**src/rtl/pc_unit.sv**
```systemverilog
// Program-counter unit for the RV32I core: holds the fetch PC and picks the next one from
// sequential step, redirect, trap entry or trap return, with stall, halt/resume and misalign trapping.
module pc_unit #(
  parameter int unsigned      XLEN        = 32,
  parameter logic [XLEN-1:0]  BASE_PC     = XLEN'(32'h0000_0000),
  parameter logic [XLEN-1:0]  TRAP_VEC    = XLEN'(32'h0000_0100),
  parameter int unsigned      ALIGN_BYTES = 4,
  parameter int unsigned      CNT_W       = 32
) (
  input  logic             clk,
  input  logic             rst_n,
  input  logic             stall,
  input  logic             redirect_vld,
  input  logic [XLEN-1:0]  redirect_pc,
  input  logic             trap_req,
  input  logic             trap_ret,
  input  logic             halt_req,
  input  logic             resume,
  output logic [XLEN-1:0]  pc,
  output logic             pc_valid,
  output logic [XLEN-1:0]  epc,
  output logic             misalign_err,
  output logic             halted,
  output logic [CNT_W-1:0] adv_count
);

  localparam logic [XLEN-1:0] ALIGN_MASK = XLEN'(ALIGN_BYTES - 1);
  localparam logic [XLEN-1:0] SEQ_STEP   = XLEN'(4);

  typedef enum logic [1:0] {
    BOOT = 2'd0,
    RUN  = 2'd1,
    HALT = 2'd2
  } state_t;

  state_t state;
  logic   tgt_misaligned_c;

  assign tgt_misaligned_c = |(redirect_pc & ALIGN_MASK);

  // State, PC and status registers; trap entry and misaligned redirects override stall.
  always_ff @(posedge clk or negedge rst_n) begin
    if (!rst_n) begin
      state        <= BOOT;
      pc           <= BASE_PC;
      epc          <= '0;
      pc_valid     <= 1'b0;
      misalign_err <= 1'b0;
      halted       <= 1'b0;
      adv_count    <= '0;
    end else begin
      misalign_err <= 1'b0;
      case (state)
        BOOT: begin
          state    <= RUN;
          pc_valid <= 1'b1;
        end
        RUN: begin
          if (trap_req) begin
            epc <= pc;
            pc  <= TRAP_VEC;
          end else if (redirect_vld && tgt_misaligned_c) begin
            epc          <= pc;
            pc           <= TRAP_VEC;
            misalign_err <= 1'b1;
          end else if (stall) begin
            pc <= pc;
          end else if (trap_ret) begin
            pc        <= epc;
            adv_count <= adv_count + CNT_W'(1);
          end else if (redirect_vld) begin
            pc        <= redirect_pc;
            adv_count <= adv_count + CNT_W'(1);
          end else if (halt_req) begin
            state    <= HALT;
            halted   <= 1'b1;
            pc_valid <= 1'b0;
          end else begin
            pc        <= pc + SEQ_STEP;
            adv_count <= adv_count + CNT_W'(1);
          end
        end
        HALT: begin
          // Resume only re-enables fetch; the PC moves on the following edge.
          if (resume) begin
            state    <= RUN;
            halted   <= 1'b0;
            pc_valid <= 1'b1;
          end
        end
        default: begin
          state    <= BOOT;
          pc_valid <= 1'b0;
          halted   <= 1'b0;
        end
      endcase
    end
  end

endmodule

```
**config.mk**
```make
export PLATFORM = sky130hd
export DESIGN_NAME = pc_unit
export DESIGN_NICKNAME = d
export VERILOG_FILES = /design/src/rtl/pc_unit.sv
export SDC_FILE = /design/constraint.sdc
export NUM_CORES = 1
export LEC_CHECK = 0
export CORE_ASPECT_RATIO = 1.2
export CORE_MARGIN = 2
export CORE_UTILIZATION = 35
export DETAILED_ROUTE_END_ITERATION = 6
export SETUP_SLACK_MARGIN = 0.4
export SYNTH_ARGS = -nofsm -noshare
export SYNTH_HDL_FRONTEND = slang
export SYNTH_SLANG_ARGS = --single-unit
```
**constraint.sdc**
```tcl
create_clock -name clk -period 3.05 [get_ports clk]
set_input_delay 0.305 -clock clk [delete_from_list [all_inputs] [get_ports clk]]
set_output_delay 0.305 -clock clk [all_outputs]
set_load 0.1 [all_outputs]
```
After elaboration in Yosys (flattened, before gate mapping)

Index checks and enable logic that the tools add are counted.

Output and inout port bits: 99
Register bits: 101
Word-level logic and storage cells: 72
Input bits: 40

Add/sub/neg operators: 2
Reduce and logical (&&, ||, !) cells: 9
Bitwise operators: 4
Muxes and demuxes: 38
Equal/unequal tests: 12

Operator list:

| cell                                                                     | number |
|---|---|
| 32-bit 2-to-1 mux                                                        | 11 |
| 32-bit by 1-bit adder with 32-bit output (second input constant)         | 1 |
| 32-bit by 3-bit adder with 32-bit output (second input constant)         | 1 |
| 1-bit 2-to-1 mux                                                         | 17 |
| 2-bit 2-to-1 mux                                                         | 7 |
| 2-bit inequality test (second input constant)                            | 7 |
| 8-bit AND reduction                                                      | 1 |
| 7-bit AND reduction                                                      | 1 |
| 1-bit case mux with 3 select lines                                       | 2 |
| 2-bit case mux with 3 select lines                                       | 1 |
| 5-bit by 4-bit inequality test with 1-bit output (second input constant) | 1 |
| 5-bit AND reduction                                                      | 1 |
| 1-bit NOT                                                                | 4 |
| 3-bit by 1-bit inequality test with 1-bit output (second input constant) | 1 |
| 3-bit inequality test (second input constant)                            | 1 |
| 3-bit AND reduction                                                      | 1 |
| 2-bit by 1-bit == test with 1-bit output (second input constant)         | 1 |
| 2-bit == test (second input constant)                                    | 1 |
| 2-bit zero test                                                          | 1 |
| 2-bit AND reduction                                                      | 1 |
| 2-bit nonzero test                                                       | 1 |
| 2-bit OR reduction                                                       | 1 |
| 1-bit logical AND                                                        | 1 |

Logic depth before layout (Yosys ltp)

Gate-level depths: netlist of run 1.

Depth in word-level cells: 7
Mapped depth: 8

Worst setup path after synthesis of run 1

No wires, ideal clock.

Path type: flip-flop to flip-flop
From: register state[0]
To: register adv_count[17]
Data required time: 2,893 ps
Slack: -55 ps
Stages on the path, launching flop included: 7
Arrival time: 2,949 ps
Setup time: 157 ps
Clock period less this slack: 3,105 ps
Path through: dfrtp_1 -> or4b_1 -> buf_2 -> or3_4 -> or4_4 -> or3_4 -> xnor2_2

Word-level cells in the longest chain between the ends: 2

Ends and longest elaborated chain:

| what                                     | line | RTL |
|---|---|---|
| start, declared                          | 36   | `state_t state;` |
| start signal, assigned                   | 44   | `state <= BOOT;` |
| start signal, assigned                   | 55   | `state <= RUN;` |
| start signal, assigned                   | 75   | `state <= HALT;` |
| 2-bit by 1-bit == test with 1-bit output | 53   | `case (state)` |
| 5-bit AND reduction (no line)            | --   |  |
| end signal, assigned                     | 70   | `adv_count <= adv_count + CNT_W'(1);` |
| end signal, assigned                     | 73   | `adv_count <= adv_count + CNT_W'(1);` |
| end signal, assigned                     | 80   | `adv_count <= adv_count + CNT_W'(1);` |
| end, declared                            | 24   | `output logic [CNT_W-1:0] adv_count` |

Every way passes these cells.
A chain may end at the register's enable or synchronous reset.

Worst setup path after layout of run 1

From: register state[1]
To: register adv_count[17]

Same word-level chain as after synthesis.

==> results of run 1 <==
synth_stat cells (10+ instances only):
cell        n  area, um2
dfrtp_1   100       2500
nand2_1    44        165
xnor2_1    31        272
nor2_1     29        109
mux2_2     28        315
nand4_1    27        169
o21ai_0    27        135
nand3_1    23        115
clkbuf_1   17       63.8
a21oi_1    15       75.1
nand2b_1   11       68.8
o22ai_1    10       62.6
timing repair:
item	CTS	global route
hold endpoints to repair	0	0
resized for setup	0	1
setup buffers	0	0
setup endpoints to repair	0	1
sequential cells by signal (all words and copies together) (netlist names):
signal	count
halted	1
misalign_err	1
adv_count	32
epc	32
pc	32
state	2
metal layers:
layer	wire length, um	GRT usage
met5	0	0
met4	194	0.0710
met3	861	0.0317
met2	7740	0.341
met1	7070	0.268
worst reg2reg max path, delay by kind of cell (launching register included):
kind,cells,cell delay [ps]
DFF,1,440
xor gates and xnor gates,1,130
and+or+nand+nor,4,1850
cells by family (layout without fill, tap and decap cells):
| logic type | after synthesis | count (layout) | synth area share |
|---|---|---|---|
| adder cells (fa/ha/maj) | 2 | 2 | 0.00479 |
| multiplexers | 33 | 33 | 0.0699 |
| XOR/XNOR | 37 | 37 | 0.0635 |
| flip-flops | 100 | 100 | 0.479 |
| AND/OR/NAND/NOR | 193 | 193 | 0.200 |
| AO/OA/AOI/OAI | 119 | 119 | 0.158 |
| buffers and inverters | 34 | 186 | 0.0249 |
how the worst max path moves through the flow:
stage	startpoint	endpoint	cells past startpoint
after floorplan	state[0]$_DFFE_PN0P_	adv_count[17]$_DFFE_PN0P_	6
after global placement	trap_req	adv_count[17]$_DFFE_PN0P_	6
after detailed placement	trap_req	adv_count[17]$_DFFE_PN0P_	6
after CTS	state[1]$_DFFE_PN0P_	adv_count[17]$_DFFE_PN0P_	5
after global routing	state[1]$_DFFE_PN0P_	adv_count[17]$_DFFE_PN0P_	5
final	state[1]$_DFFE_PN0P_	adv_count[17]$_DFFE_PN0P_	5
placed cells by master, fill, tap and decap left out, drive strengths merged, types with 9 or more instances in the layout:
master	count
clkdlybuf4s50	49
o22ai	10
buf	112
nand2b	11
nand3	23
nor2	29
and3	9
o21ai	28
dfrtp	100
and4	9
mux2	28
nand2	44
a21oi	15
nand4	27
xnor2	32
inv	9
clkbuf	10
metrics by stage:
step / util / std cells / worst slack (ps) / area, um2 / hold WS [ps]
4_1_cts: 0.487 / 870 / 507 / 7040 / 128
5_1_grt: 0.487 / 870 / 448 / 7040 / 168
3_3_place_gp: 0.467 / 854 / 256 / 6760 / 458
3_5_place_dp: 0.467 / 854 / 247 / 6760 / 467
2_1_floorplan: - / 518 / 335 / 5260 / 9.41
6_report: 0.487 / 870 / 522 / 7040 / 69.8
report_power, final:
part           internal [W]  total, W  switching (W)
Sequential          0.00139   0.00148      0.0000876
Clock              0.000574   0.00109       0.000514
Combinational      0.000243  0.000934       0.000691
Total               0.00221   0.00350        0.00129
final cells by class:
class / instances / area (um2) / area share
clock buffer: 10 / 239 / 0.0339
timing repair buffer: 161 / 1340 / 0.191
sequential: 100 / 2530 / 0.359
multi-input combinational: 384 / 2610 / 0.370
inverter: 9 / 33.8 / 0.00480
tap: 200 / 250 / 0.0355
clock inverter: 6 / 38.8 / 0.00551
==> impl_metrics.csv, run 1 <==
group,metric,value,unit
run_status,status,"complete, no violations",
critical_path,r2r_cells,5,
placed_design,io_buffer_count,138,
routing,drt-total-wl,15.9,mm
logic_synthesis,seq_area_frac_synth,0.479,
cts,cts_inserted_buffers,9,
critical_path,cp-start-kind,"register",
placed_design,gp_congestion,0.829,
logic_synthesis,synth-edff-count,0,
grt,grt_usage,0.204,
job,cap_violations,0,
sta,setup_violations,0,
die,die_h,138,um
final_layout,fin_nets,707,
die,die_area,15900,um2
critical_path,r2r-start,"state[1]$_DFFE_PN0P_",
critical_path,criticalPathCategory,"register to register",
routing,dr_total_vias,4743,
placed_design,hpwlAfterDp,11.3,mm
hold_path,hold_path_class,"input port to asynchronous set/reset pin",
die,num_io_pins,139,
cts,path_clk_slew,70,ps
sta,rsz0062_at_grt,"no",
grt,grt-ovfl-total,0,
logic_synthesis,synth-seq-cells,100,
routing,dr.pass1.iters,4,
die,fp.coreArea,14500,um2
logic_synthesis,yosysUniqueCellTypes,63,
cts,clock_path_buffers,2,
critical_path,crit_fanout,6,
cts,clock_sinks,100,
sta,hold_viol,0,
pwr,fin_total_pwr,0.00350,W
logic_synthesis,syn_inst,518,
critical_path,critPathBufInv,0,
sta,finClkSkew,7.47,ps
sta,final.setup.tns,0,ps
final_layout,fillers,1405,
logic_synthesis,async_reset_ff_frac,1.00,
sta,worst_pin_slew,980,ps
sta,fin_crit_sh,0.829,
logic_synthesis,syn_nets,560,
die,rows,48,
logic_synthesis,avgSynthCellArea,10.1,um2
grt,antenna_found_initial,0,
critical_path,slowest_delay,590,ps
logic_synthesis,yosys_warnings,0,
routing,post_drt_wl_per_cell,18.2,um
critical_path,path_cells,"or4b_1, or3_4, or4_4, or3_4, xnor2_2",
logic_synthesis,ys.flop_type,"dfrtp_1",
grt,grt_max_degree,72,
routing,ant_nets,0,
final_layout,final_layout_size_suffix_gt1_frac,0.279,
cts,cts_root_buffer,"clkbuf_16",
pwr,vdd_drop_max,0.000214,V
logic_synthesis,mappedNetlistArea,5220,um2
cts,clk_latency,350,ps
cts,hold_buffers,0,
critical_path,cp.arrival,2760,ps
critical_path,cp-end-kind,"register",
sta,slew_viol_final,0,
critical_path,rr_endpoint,"adv_count[17]$_DFFE_PN0P_",
critical_path,cp_top_family,"simple AND/OR/NAND/NOR gates",
grt,grt_pass1_vias,4734,
die,fp.dieW,116,um
routing,drt_iter0_markers,235,
routing,viasPerCell,5.45,
routing,remaining_drc_errors,0,
cts,cts_tree,"done",
die,initial_core_util,0.361,
final_layout,area_growth,34.8,%
cts,htree_levels,3,
pwr,powerDensity,497,nW/um2
sta,slew_headroom,0.347,
critical_path,ff2ff_setup_slack,520,ps
sta,timing.fmax,396,MHz
critical_path,cp_slowest_cell,"or4b_1",
critical_path,crit_required,3290,ps
critical_path,cpMostUsedCell,"or3_4",
pwr,p_leak,3.10,nW
grt,grt_pass1_wl,25.3,mm
sta,finalCriticalPeriod,2530,ps
final_layout,diodes,0,
Note: power is estimated with default switching activity, not from simulation.
==> run 2: changes to the inputs <==
==> constraint.sdc (replaced) <==
create_clock -name clk -period 2.4 [get_ports clk]
set_input_delay 0.24 -clock clk [delete_from_list [all_inputs] [get_ports clk]]
set_output_delay 0.24 -clock clk [all_outputs]
set_load 0.1 [all_outputs]
==> run 2 against run 1 <==
Against the previous run:
- global-route usage increased by 2.0 points
- largest cell class unchanged
- clock-buffer cell count increased by 1
- clock power increased by 55%
- critical path type unchanged
- fmax increased by 11%
- register-to-register slack got worse by 390 ps
==> impl_metrics.csv, run 2 (same netlist as run 1, synthesis figures left out) <==
group,metric,value,unit
run_status,status,"complete, no violations",
placed_design,hpwlAfterDp,12.1,mm
pwr,powerDensity,628,nW/um2
cts,clk_latency,350,ps
routing,post_drt_wl_per_cell,19.2,um
sta,slew_viol_final,0,
grt,grt-ovfl-total,0,
routing,dr_total_vias,5126,
grt,grt_usage,0.224,
critical_path,criticalPathCategory,"register to register",
cts,htree_levels,3,
job,cap_violations,0,
sta,rsz0062_at_grt,"yes",
placed_design,io_buffer_count,138,
placed_design,placed_cell_area,6940,um2
sta,finalCriticalPeriod,2270,ps
grt,grt_pass1_vias,5166,
placed_design,gp_congestion,0.866,
critical_path,slowest_delay,480,ps
cts,clock_sinks,100,
cts,cts_tree,"done",
sta,fin_crit_sh,0.946,
critical_path,cpMostUsedCell,"or3_4",
sta,worst_slack,130,ps
critical_path,path_cells,"or4b_4, or3_4, or4_4, or3_4, xnor2_2",
die,initial_core_util,0.361,
die,fp.dieW,116,um
routing,ant_nets,0,
final_layout,final_area,7730,um2
final_layout,layout_commonest_cell,"buf_4",
sta,timing.fmax,441,MHz
final_layout,fin_nets,759,
die,fp.coreArea,14500,um2
routing,drt_iter0_markers,290,
final_layout,layout_common_cells,"buf_4, dfrtp_1, nand2_1",
placed_design,place_ws,-246,ps
critical_path,crit_fanout,3,
critical_path,cp-start-kind,"register",
cts,cts_inserted_buffers,9,
critical_path,r2r_cells,5,
sta,hold_viol,0,
critical_path,cp_slowest_cell,"or4b_4",
die,rows,48,
final_layout,fillers,1329,
die,die_area,15900,um2
die,die_h,138,um
final_layout,final_layout_size_suffix_gt1_frac,0.388,
pwr,vdd_drop_max,0.000357,V
grt,grt_max_degree,67,
critical_path,cp.arrival,2510,ps
routing,viasPerCell,5.57,
pwr,fin_total_pwr,0.00485,W
routing,dr.pass1.iters,5,
final_layout,top_regs,"adv_count: 32 flops, epc: 32 flops, pc: 32 flops",
critical_path,cp-end-kind,"register",
pwr,p_leak,3.47,nW
routing,drt-total-wl,17.7,mm
critical_path,crit_required,2640,ps
hold_path,hold_path_class,"input port to asynchronous set/reset pin",
cts,cts_root_buffer,"clkbuf_16",
final_layout,area_growth,47.9,%
routing,remaining_drc_errors,0,
grt,antenna_found_initial,0,
die,num_io_pins,139,
grt,grt_pass1_wl,27.4,mm
sta,slew_headroom,0.696,
sta,worst_pin_slew,456,ps
cts,path_clk_slew,70,ps
cts,clock_path_buffers,2,
final_layout,diodes,0,
sta,finClkSkew,7.96,ps
sta,setup_violations,0,
run 2: cell count changes in the layout (fill, tap and decap cells not counted), sizes merged, moves of 3 or more:
cell,change
buf,+60
clkbuf,+3
clkdlybuf4s50,-12
bufinv,+3
clkinv,-3
run 2: final timing paths:
kind | startpoint | to | slack (ps)
setup / recovery | state[0]$_DFFE_PN0P_ | adv_count[17]$_DFFE_PN0P_ | 130
hold / removal | rst_n | adv_count[12]$_DFFE_PN0P_ | 390
min in group clk | stall | pc[29]$_DFFE_PN0P_ | 450
max in group asynchronous | rst_n | pc[15]$_DFFE_PN0P_ | 1250
setup reg to reg | state[0]$_DFFE_PN0P_ | adv_count[17]$_DFFE_PN0P_ | 130
hold reg to reg | adv_count[31]$_DFFE_PN0P_ | adv_count[31]$_DFFE_PN0P_ | 480
run 2: critical path, delay by kind of cell, from the launching register on:
family | cells | cell delay, ps
flops | 1 | 410
simple gates | 4 | 1620
xor+xnor | 1 | 130
run 2: what timing repair did:
action                                 4_1_cts  5_1_grt
pin swaps                                    2        8
resized for setup                           22       20
setup endpoints to repair                   47       51
endpoints found under the hold margin       34        0
cloned                                       0        2
buffers inserted                            13       20
hold buffers                                 1        0
run 2: per-stage QoR:
step | TNS [ps] | hold WS, ps | util | cells
detailed placement | -1910 | 222 | 0.480 | 870
global route | 0 | 437 | 0.534 | 921
global placement | -1310 | 218 | 0.480 | 870
CTS | 0 | 394 | 0.516 | 899
floorplan | -1430 | -55.6 | - | 518
finish | 0 | 387 | 0.534 | 921
run 2: report_power, final:
group	switching, W	total [W]	internal [W]
Sequential	0.000105	0.00188	0.00177
Combinational	0.000917	0.00128	0.000362
Clock	0.000649	0.00169	0.00104
Total	0.00167	0.00485	0.00318
run 2: final cells by class:
cell class                 count  area (um2)  area share
tap                          200         250      0.0324
clock inverter                 4        97.6      0.0126
multi-input combinational    384        2750       0.355
clock buffer                  11         243      0.0314
timing repair buffer         213        1800       0.233
inverter                       9        33.8     0.00437
sequential                   100        2560       0.331
run 2: metal layers:
layer,track usage,part of all wire,vias up,routed length [um]
li1,-,-,2350,-
met1,0.284,0.42,2539,7380
met2,0.380,0.49,203,8720
met3,0.0356,0.062,34,1100
met4,0.0917,0.028,0,493
met5,0,0,-,0
